`config.mk`:
```
export PLATFORM = sky130hd
export DESIGN_NAME = gpio_controller
export DESIGN_NICKNAME = d
export VERILOG_FILES = /design/src/rtl/gpio_controller.sv
export SDC_FILE = /design/constraint.sdc
export NUM_CORES = 2
export LEC_CHECK = 0
export ABC_CLOCK_PERIOD_IN_PS = 4220
export BUFFER_PORTS_ARGS = -buffer_cell sky130_fd_sc_hd__buf_2
export CAP_MARGIN = 20
export CORE_MARGIN = 2
export CORE_UTILIZATION = 30
export DETAILED_ROUTE_END_ITERATION = 16
export PLACE_DENSITY = 0.51
export SYNTH_ARGS = -nofsm -noshare
export SYNTH_HDL_FRONTEND = slang
export SYNTH_SLANG_ARGS = --single-unit
```
`constraint.sdc`:
```
create_clock -name clk -period 4.22 [get_ports clk]
set_input_delay 0.211 -clock clk [delete_from_list [all_inputs] [get_ports clk]]
set_output_delay 0.211 -clock clk [all_outputs]
set_load 0.02 [all_outputs]
```
`src/rtl/gpio_controller.sv`:
```
// GPIO controller: NUM_BANKS x 32-bit banks behind a zero-wait-state APB slave,
// with per-pin output/enable registers, synchronized inputs and edge interrupts.
// Optional feature macro: GPIO_FALL_IRQ_EN enables falling-edge interrupt logic.
module gpio_controller #(
    parameter int unsigned NUM_BANKS = 8,
    localparam int unsigned PIN_W = 32 * NUM_BANKS
) (
    input  logic             clk,
    input  logic             rst_n,
    input  logic [10:0]      paddr,
    input  logic             pwrite,
    input  logic             psel,
    input  logic             penable,
    input  logic [3:0]       pstrb,
    input  logic [31:0]      pwdata,
    output logic [31:0]      prdata,
    output logic             pready,
    output logic             pslverr,
    output logic             interrupt,
    input  logic [PIN_W-1:0] gpio_in_data,
    output logic [PIN_W-1:0] gpio_out_data,
    output logic [PIN_W-1:0] gpio_out_enable
);

    localparam int unsigned BANK_W = 32;

    localparam logic [2:0] REG_OUT  = 3'd0;
    localparam logic [2:0] REG_OE   = 3'd1;
    localparam logic [2:0] REG_IN   = 3'd2;
    localparam logic [2:0] REG_RISE = 3'd3;
    localparam logic [2:0] REG_FALL = 3'd4;
    localparam logic [2:0] REG_INT  = 3'd5;

    logic [NUM_BANKS-1:0][BANK_W-1:0] out_q;
    logic [NUM_BANKS-1:0][BANK_W-1:0] oe_q;
    logic [NUM_BANKS-1:0][BANK_W-1:0] rise_ie_q;
    logic [NUM_BANKS-1:0][BANK_W-1:0] fall_ie_q;
    logic [NUM_BANKS-1:0][BANK_W-1:0] sync1_q;
    logic [NUM_BANKS-1:0][BANK_W-1:0] sync_q;
    logic [NUM_BANKS-1:0][BANK_W-1:0] prev_q;
    logic [NUM_BANKS-1:0]             int_status_q;

    logic [2:0]           region;
    logic [5:0]           bank_idx;
    logic                 bank_ok;
    logic                 mapped;
    logic                 addr_err;
    logic                 wr_en;
    logic [NUM_BANKS-1:0] bank_event;
    logic [NUM_BANKS-1:0] int_clear;
    logic                 unused_addr_lsbs;

    assign region           = paddr[10:8];
    assign bank_idx         = paddr[7:2];
    assign unused_addr_lsbs = &{1'b0, paddr[1:0]};

    // Merge write data into a register under byte strobes.
    function automatic logic [BANK_W-1:0] merge_bytes(input logic [BANK_W-1:0] cur,
                                                      input logic [31:0]       wdata,
                                                      input logic [3:0]        strb);
        logic [BANK_W-1:0] merged;
        merged = cur;
        for (int i = 0; i < 4; i++) begin
            if (strb[i]) merged[i*8 +: 8] = wdata[i*8 +: 8];
        end
        return merged;
    endfunction

    // Address decode: bank registers need a real bank, INT_STATUS is a single word.
    always_comb begin
        bank_ok = (32'(bank_idx) < NUM_BANKS);
        mapped  = 1'b0;
        case (region)
            REG_OUT, REG_OE, REG_IN, REG_RISE, REG_FALL: mapped = bank_ok;
            REG_INT:                                     mapped = (bank_idx == 6'd0);
            default:                                     mapped = 1'b0;
        endcase
        addr_err = !mapped || (pwrite && (region == REG_IN));
    end

    assign pready  = 1'b1;
    assign pslverr = psel && penable && addr_err;
    assign wr_en   = psel && penable && pwrite && !addr_err;

    // Combinational read mux; unmapped locations read zero.
    always_comb begin
        prdata = '0;
        if (psel && !pwrite && mapped) begin
            if (region == REG_INT) begin
                prdata = 32'(int_status_q);
            end else begin
                for (int unsigned b = 0; b < NUM_BANKS; b++) begin
                    if (bank_idx == 6'(b)) begin
                        case (region)
                            REG_OUT:  prdata = out_q[b];
                            REG_OE:   prdata = oe_q[b];
                            REG_IN:   prdata = sync_q[b];
                            REG_RISE: prdata = rise_ie_q[b];
                            REG_FALL: prdata = fall_ie_q[b];
                            default:  prdata = '0;
                        endcase
                    end
                end
            end
        end
    end

    // Software-writable bank registers.
    always_ff @(posedge clk or negedge rst_n) begin
        if (!rst_n) begin
            out_q     <= '0;
            oe_q      <= '0;
            rise_ie_q <= '0;
        end else if (wr_en) begin
            for (int unsigned b = 0; b < NUM_BANKS; b++) begin
                if (bank_idx == 6'(b)) begin
                    case (region)
                        REG_OUT:  out_q[b]     <= merge_bytes(out_q[b], pwdata, pstrb);
                        REG_OE:   oe_q[b]      <= merge_bytes(oe_q[b], pwdata, pstrb);
                        REG_RISE: rise_ie_q[b] <= merge_bytes(rise_ie_q[b], pwdata, pstrb);
                        default:  ;
                    endcase
                end
            end
        end
    end

`ifdef GPIO_FALL_IRQ_EN
    // Falling-edge enables, present only when the feature is built in.
    always_ff @(posedge clk or negedge rst_n) begin
        if (!rst_n) begin
            fall_ie_q <= '0;
        end else if (wr_en && (region == REG_FALL)) begin
            for (int unsigned b = 0; b < NUM_BANKS; b++) begin
                if (bank_idx == 6'(b)) fall_ie_q[b] <= merge_bytes(fall_ie_q[b], pwdata, pstrb);
            end
        end
    end
`else
    assign fall_ie_q = '0;
`endif

    // Two-flop synchronizer plus a delayed copy for edge detection.
    always_ff @(posedge clk or negedge rst_n) begin
        if (!rst_n) begin
            sync1_q <= '0;
            sync_q  <= '0;
            prev_q  <= '0;
        end else begin
            sync1_q <= gpio_in_data;
            sync_q  <= sync1_q;
            prev_q  <= sync_q;
        end
    end

    // Per-bank event: any enabled edge on any pin of the bank.
    always_comb begin
        bank_event = '0;
        for (int unsigned b = 0; b < NUM_BANKS; b++) begin
`ifdef GPIO_FALL_IRQ_EN
            bank_event[b] = |((sync_q[b] & ~prev_q[b] & rise_ie_q[b]) |
                              (~sync_q[b] & prev_q[b] & fall_ie_q[b]));
`else
            bank_event[b] = |(sync_q[b] & ~prev_q[b] & rise_ie_q[b]);
`endif
        end
        int_clear = '0;
        if (wr_en && (region == REG_INT)) begin
            int_clear = pwdata[NUM_BANKS-1:0] & {NUM_BANKS{pstrb[0]}};
        end
    end

    // Sticky status: a new event wins over a same-cycle write-1-to-clear.
    always_ff @(posedge clk or negedge rst_n) begin
        if (!rst_n) begin
            int_status_q <= '0;
        end else begin
            int_status_q <= (int_status_q & ~int_clear) | bank_event;
        end
    end

    assign interrupt       = |int_status_q;
    assign gpio_out_data   = out_q;
    assign gpio_out_enable = oe_q;

endmodule

```
==> flow_results.xml <==
<?xml version="1.0" encoding="UTF-8"?>
<metrics>
  <group name="run_status">
    <metric name="run_status" unit="">finished, violations left</metric>
    <metric name="violated_checks" unit="">hold timing</metric>
  </group>
  <group name="synth">
    <metric name="async_flop_share" unit="%">100.0</metric>
    <metric name="syn_inst" unit="">3709</metric>
    <metric name="synth_enable_flop_cells" unit="">0</metric>
    <metric name="synth_area_leader_cell" unit="">sky130_fd_sc_hd__dfrtp_1</metric>
    <metric name="yosysMostFrequentCell" unit="">sky130_fd_sc_hd__dfrtp_1</metric>
    <metric name="ys_ff_latch" unit="">1544</metric>
    <metric name="synth_flop_cell" unit="">sky130_fd_sc_hd__dfrtp_1</metric>
    <metric name="yosysSeqAreaShare" unit="%">65.07</metric>
    <metric name="ys_top_cells_by_count" unit="">sky130_fd_sc_hd__dfrtp_1, sky130_fd_sc_hd__mux2_2, sky130_fd_sc_hd__nand2_1</metric>
    <metric name="synth.top_cells.by_area" unit="">sky130_fd_sc_hd__dfrtp_1, sky130_fd_sc_hd__mux2_2, sky130_fd_sc_hd__mux4_2, sky130_fd_sc_hd__nand2_1, sky130_fd_sc_hd__o22ai_1</metric>
    <metric name="post_synth_num_cell_types" unit="">55</metric>
    <metric name="synthesis.nets" unit="">4017</metric>
    <metric name="synth_area_per_cell" unit="um^2">16.01</metric>
    <metric name="yosysTopAreaCellShare" unit="%">65.07</metric>
    <metric name="synthesis.yosys.warnings" unit="">0</metric>
    <metric name="post_synth_instance_area" unit="um^2">59380</metric>
  </group>
  <group name="placed_design">
    <metric name="placed_area" unit="um^2">67340</metric>
    <metric name="place.gp.congestion" unit="">0.9037</metric>
    <metric name="numPortBuffers" unit="">851</metric>
    <metric name="dp_hpwl" unit="um">205500</metric>
  </group>
  <group name="sta">
    <metric name="maxClockFrequency" unit="GHz">0.2879</metric>
    <metric name="rsz0062_at_grt" unit="">no</metric>
    <metric name="final_slew_violations" unit="">0</metric>
    <metric name="holdWs" unit="ps">-10.34</metric>
    <metric name="finalWorstPathRequiredPeriod" unit="ps">3473</metric>
    <metric name="report.final.setup_viol" unit="">0</metric>
    <metric name="timing.clock.skew" unit="ps">69.10</metric>
    <metric name="totalNegativeSetupSlack" unit="ps">0</metric>
    <metric name="timing.final.crit_share" unit="%">82.30</metric>
    <metric name="worst_pin_slew" unit="ps">1132</metric>
    <metric name="slew_headroom" unit="%">24.56</metric>
    <metric name="report.final.hold_viol_count" unit="">8</metric>
  </group>
  <group name="route">
    <metric name="wire_per_inst" unit="um">34.03</metric>
    <metric name="drc" unit="">0</metric>
    <metric name="dr.first_iter.drc_count" unit="">3278</metric>
    <metric name="final_antenna_net_count" unit="">0</metric>
    <metric name="drt_pass1_iterations" unit="">5</metric>
    <metric name="detail_route.wirelength" unit="um">271000</metric>
    <metric name="post_drt_via_cell_ratio" unit="">5.119</metric>
    <metric name="dr_total_vias" unit="">40760</metric>
  </group>
  <group name="critical_path">
    <metric name="worstPathRequired" unit="ps">4010</metric>
    <metric name="worstPathMaxFanout" unit="">3</metric>
    <metric name="critical_path_class" unit="">flop to output pin</metric>
    <metric name="timing.reg2reg.setup_slack" unit="ps">1770</metric>
    <metric name="timing.critical_path.cells" unit="">mux4_2 &gt; a22oi_1 &gt; o211ai_1 &gt; a21oi_1 &gt; o21ai_0 &gt; buf_2</metric>
    <metric name="crit_family" unit="">compound AO/OA/AOI/OAI gates</metric>
    <metric name="reg2reg_to" unit="">int_status_q[4]</metric>
    <metric name="slowest_stage" unit="">sky130_fd_sc_hd__o21ai_0</metric>
    <metric name="buf_inv_on_cp" unit="">1</metric>
    <metric name="r2r.worst_path.cells" unit="">5</metric>
    <metric name="critical_path_launch_point_type" unit="">flop</metric>
    <metric name="critical-path-max-stage-delay" unit="ps">820</metric>
    <metric name="timing.rr.start" unit="">sync_q[149]</metric>
    <metric name="worstPathArrival" unit="ps">3260</metric>
    <metric name="critical_path.endpoint_type" unit="">output pin</metric>
  </group>
  <group name="global_route">
    <metric name="maximum_number_of_pins_on_one_net_before_global_route_repair" unit="">123</metric>
    <metric name="antenna_found_initial" unit="">33</metric>
    <metric name="grt_first_pass_wirelength" unit="um">365100</metric>
    <metric name="grt.overflow.total" unit="">0</metric>
    <metric name="grtUsageTotal" unit="%">26.57</metric>
    <metric name="grt_pass1_vias" unit="">42420</metric>
  </group>
  <group name="finish">
    <metric name="final_nets" unit="">5466</metric>
    <metric name="finish.instance_area" unit="um^2">78540</metric>
    <metric name="fraction_of_layout_cells_with_a_size_suffix_above_1" unit="%">44.51</metric>
    <metric name="synthToLayoutAreaGrowth" unit="%">32.27</metric>
  </group>
  <group name="floorplan">
    <metric name="die-area" unit="um^2">201500</metric>
    <metric name="die_height" unit="um">448.9</metric>
    <metric name="floorplan.rows" unit="">163</metric>
    <metric name="initial_utilization" unit="%">30.14</metric>
    <metric name="top_level_ports" unit="">855</metric>
    <metric name="die_width" unit="um">448.9</metric>
    <metric name="core_region_area" unit="um^2">197000</metric>
  </group>
  <group name="clock_tree">
    <metric name="depth_of_the_cts_h_tree" unit="">4</metric>
    <metric name="clkLatencyLatePin" unit="ps">860</metric>
    <metric name="cts_num_sinks" unit="">1544</metric>
    <metric name="cts_tree" unit="">built</metric>
    <metric name="ctsLongestPathBuffers" unit="">3</metric>
    <metric name="cts-buffers-inserted" unit="">171</metric>
    <metric name="path_clk_slew" unit="ps">70</metric>
    <metric name="cts-root-buf" unit="">sky130_fd_sc_hd__clkbuf_16</metric>
  </group>
  <group name="power">
    <metric name="leakagePower" unit="nW">37.34</metric>
    <metric name="vdd_drop_max" unit="mV">0.4372</metric>
    <metric name="power.density" unit="nW/um^2">425.8</metric>
  </group>
  <group name="worst_hold_path">
    <metric name="holdCritPathClass" unit="">input pin to asynchronous set/reset pin</metric>
  </group>
  <group name="run">
    <metric name="timing.max_cap.violations" unit="">0</metric>
  </group>
</metrics>
## sequential cells by signal (all words and copies together), names as in the netlist
signal,flops
prev_q,256
sync1_q,256
gpio_out_data,256
rise_ie_q,256
gpio_out_enable,256
sync_q,256
int_status_q,8
## final cells by class
type | instances | area (um^2)
Tap cell | 2640 | 3303
Inverter | 1 | 3.754
Fill cell | 18460 | 118500
Timing Repair Buffer | 1467 | 10470
Multi-Input combinational cell | 1973 | 19920
Clock buffer | 237 | 4942
Antenna cell | 21 | 52.55
Sequential cell | 1544 | 38640
Clock inverter | 80 | 1214
## cell families after synthesis
kind of cell / Yosys count / synth area share, %
AOI/OAI and AO/OA: 415 / 4.646
other: 1 / 0.006315
xor gates and xnor gates: 2 / 0.02951
and+or+nand+nor: 549 / 5.310
buffers and inverters: 192 / 1.422
muxes: 1006 / 23.52
DFF: 1544 / 65.07
## through the flow
stage                     instances  worst slack (ps)  power (mW)  hold slack [ps]  util, %
after floorplan                3709              1667       16.07           -84.59        -
after global placement         7125             862.2       17.19            319.8    34.18
after detailed placement       7126             826.9       17.19            320.3    34.18
after CTS                      7942             726.8       33.77           0.2024    39.84
after global routing           7947             691.4       34.52            33.76    39.84
final                          7963             746.8       33.44           -10.34    39.87
## power breakdown
| part | leakage, nW | switching (mW) | internal, mW |
|---|---|---|---|
| clock | 2.99 | 6.57 | 9.61 |
| combinational | 14.5 | 1.05 | 0.717 |
| sequential | 19.8 | 0.315 | 15.2 |
| total | 37.3 | 7.93 | 25.5 |
## metal layers
metal / up-vias / track usage (%) / wire length [um]
li1: 16680 / - / -
met1: 21990 / 31.44 / 102700
met2: 1626 / 45.17 / 134700
met3: 478 / 5.108 / 15350
met4: 0 / 15.19 / 18240
met5: - / 0 / 0
## cells in the final DEF, fill, tap and decap left out, types with 23 or more instances in the layout
| master | synthesis | layout |
|---|---|---|
| sky130_fd_sc_hd__nand2_1 | 311 | 311 |
| sky130_fd_sc_hd__nor2_4 | 21 | 23 |
| sky130_fd_sc_hd__mux2_2 | 762 | 762 |
| sky130_fd_sc_hd__clkbuf_1 | 124 | 29 |
| sky130_fd_sc_hd__dlygate4sd3_1 | 0 | 499 |
| sky130_fd_sc_hd__a21oi_1 | 76 | 76 |
| sky130_fd_sc_hd__o22ai_1 | 130 | 130 |
| sky130_fd_sc_hd__clkbuf_16 | 0 | 175 |
| sky130_fd_sc_hd__clkinv_2 | 0 | 32 |
| sky130_fd_sc_hd__mux4_2 | 234 | 234 |
| sky130_fd_sc_hd__buf_2 | 45 | 849 |
| sky130_fd_sc_hd__o21ai_0 | 32 | 32 |
| sky130_fd_sc_hd__dfrtp_1 | 1544 | 1544 |
| sky130_fd_sc_hd__clkbuf_8 | 0 | 33 |
| sky130_fd_sc_hd__a22oi_1 | 85 | 85 |
| sky130_fd_sc_hd__nor3_4 | 35 | 35 |
| sky130_fd_sc_hd__nor4_1 | 36 | 36 |
| sky130_fd_sc_hd__buf_4 | 6 | 92 |
| sky130_fd_sc_hd__buf_12 | 0 | 25 |
| sky130_fd_sc_hd__nor2_1 | 46 | 42 |
## timing repair
action | 4_1_cts | 5_1_grt
buffers inserted | 0 | 0
hold buffers | 499 | 0
endpoints found under the hold margin | 435 | 0
resized for setup | 0 | 0
## how the worst max path moves through the flow
stage	startpoint	end	depth (start not counted)	slack [ps]
final	sync_q[7]	prdata[7]	6	750
after global placement	paddr[8]	rise_ie_q[17]	8	860
after global routing	sync_q[121]	prdata[25]	5	690
after floorplan	paddr[2]	prdata[29]	8	1670
after CTS	sync_q[121]	prdata[25]	5	730
after detailed placement	paddr[8]	rise_ie_q[19]	8	830
Note: power is estimated with default switching activity, not from simulation.
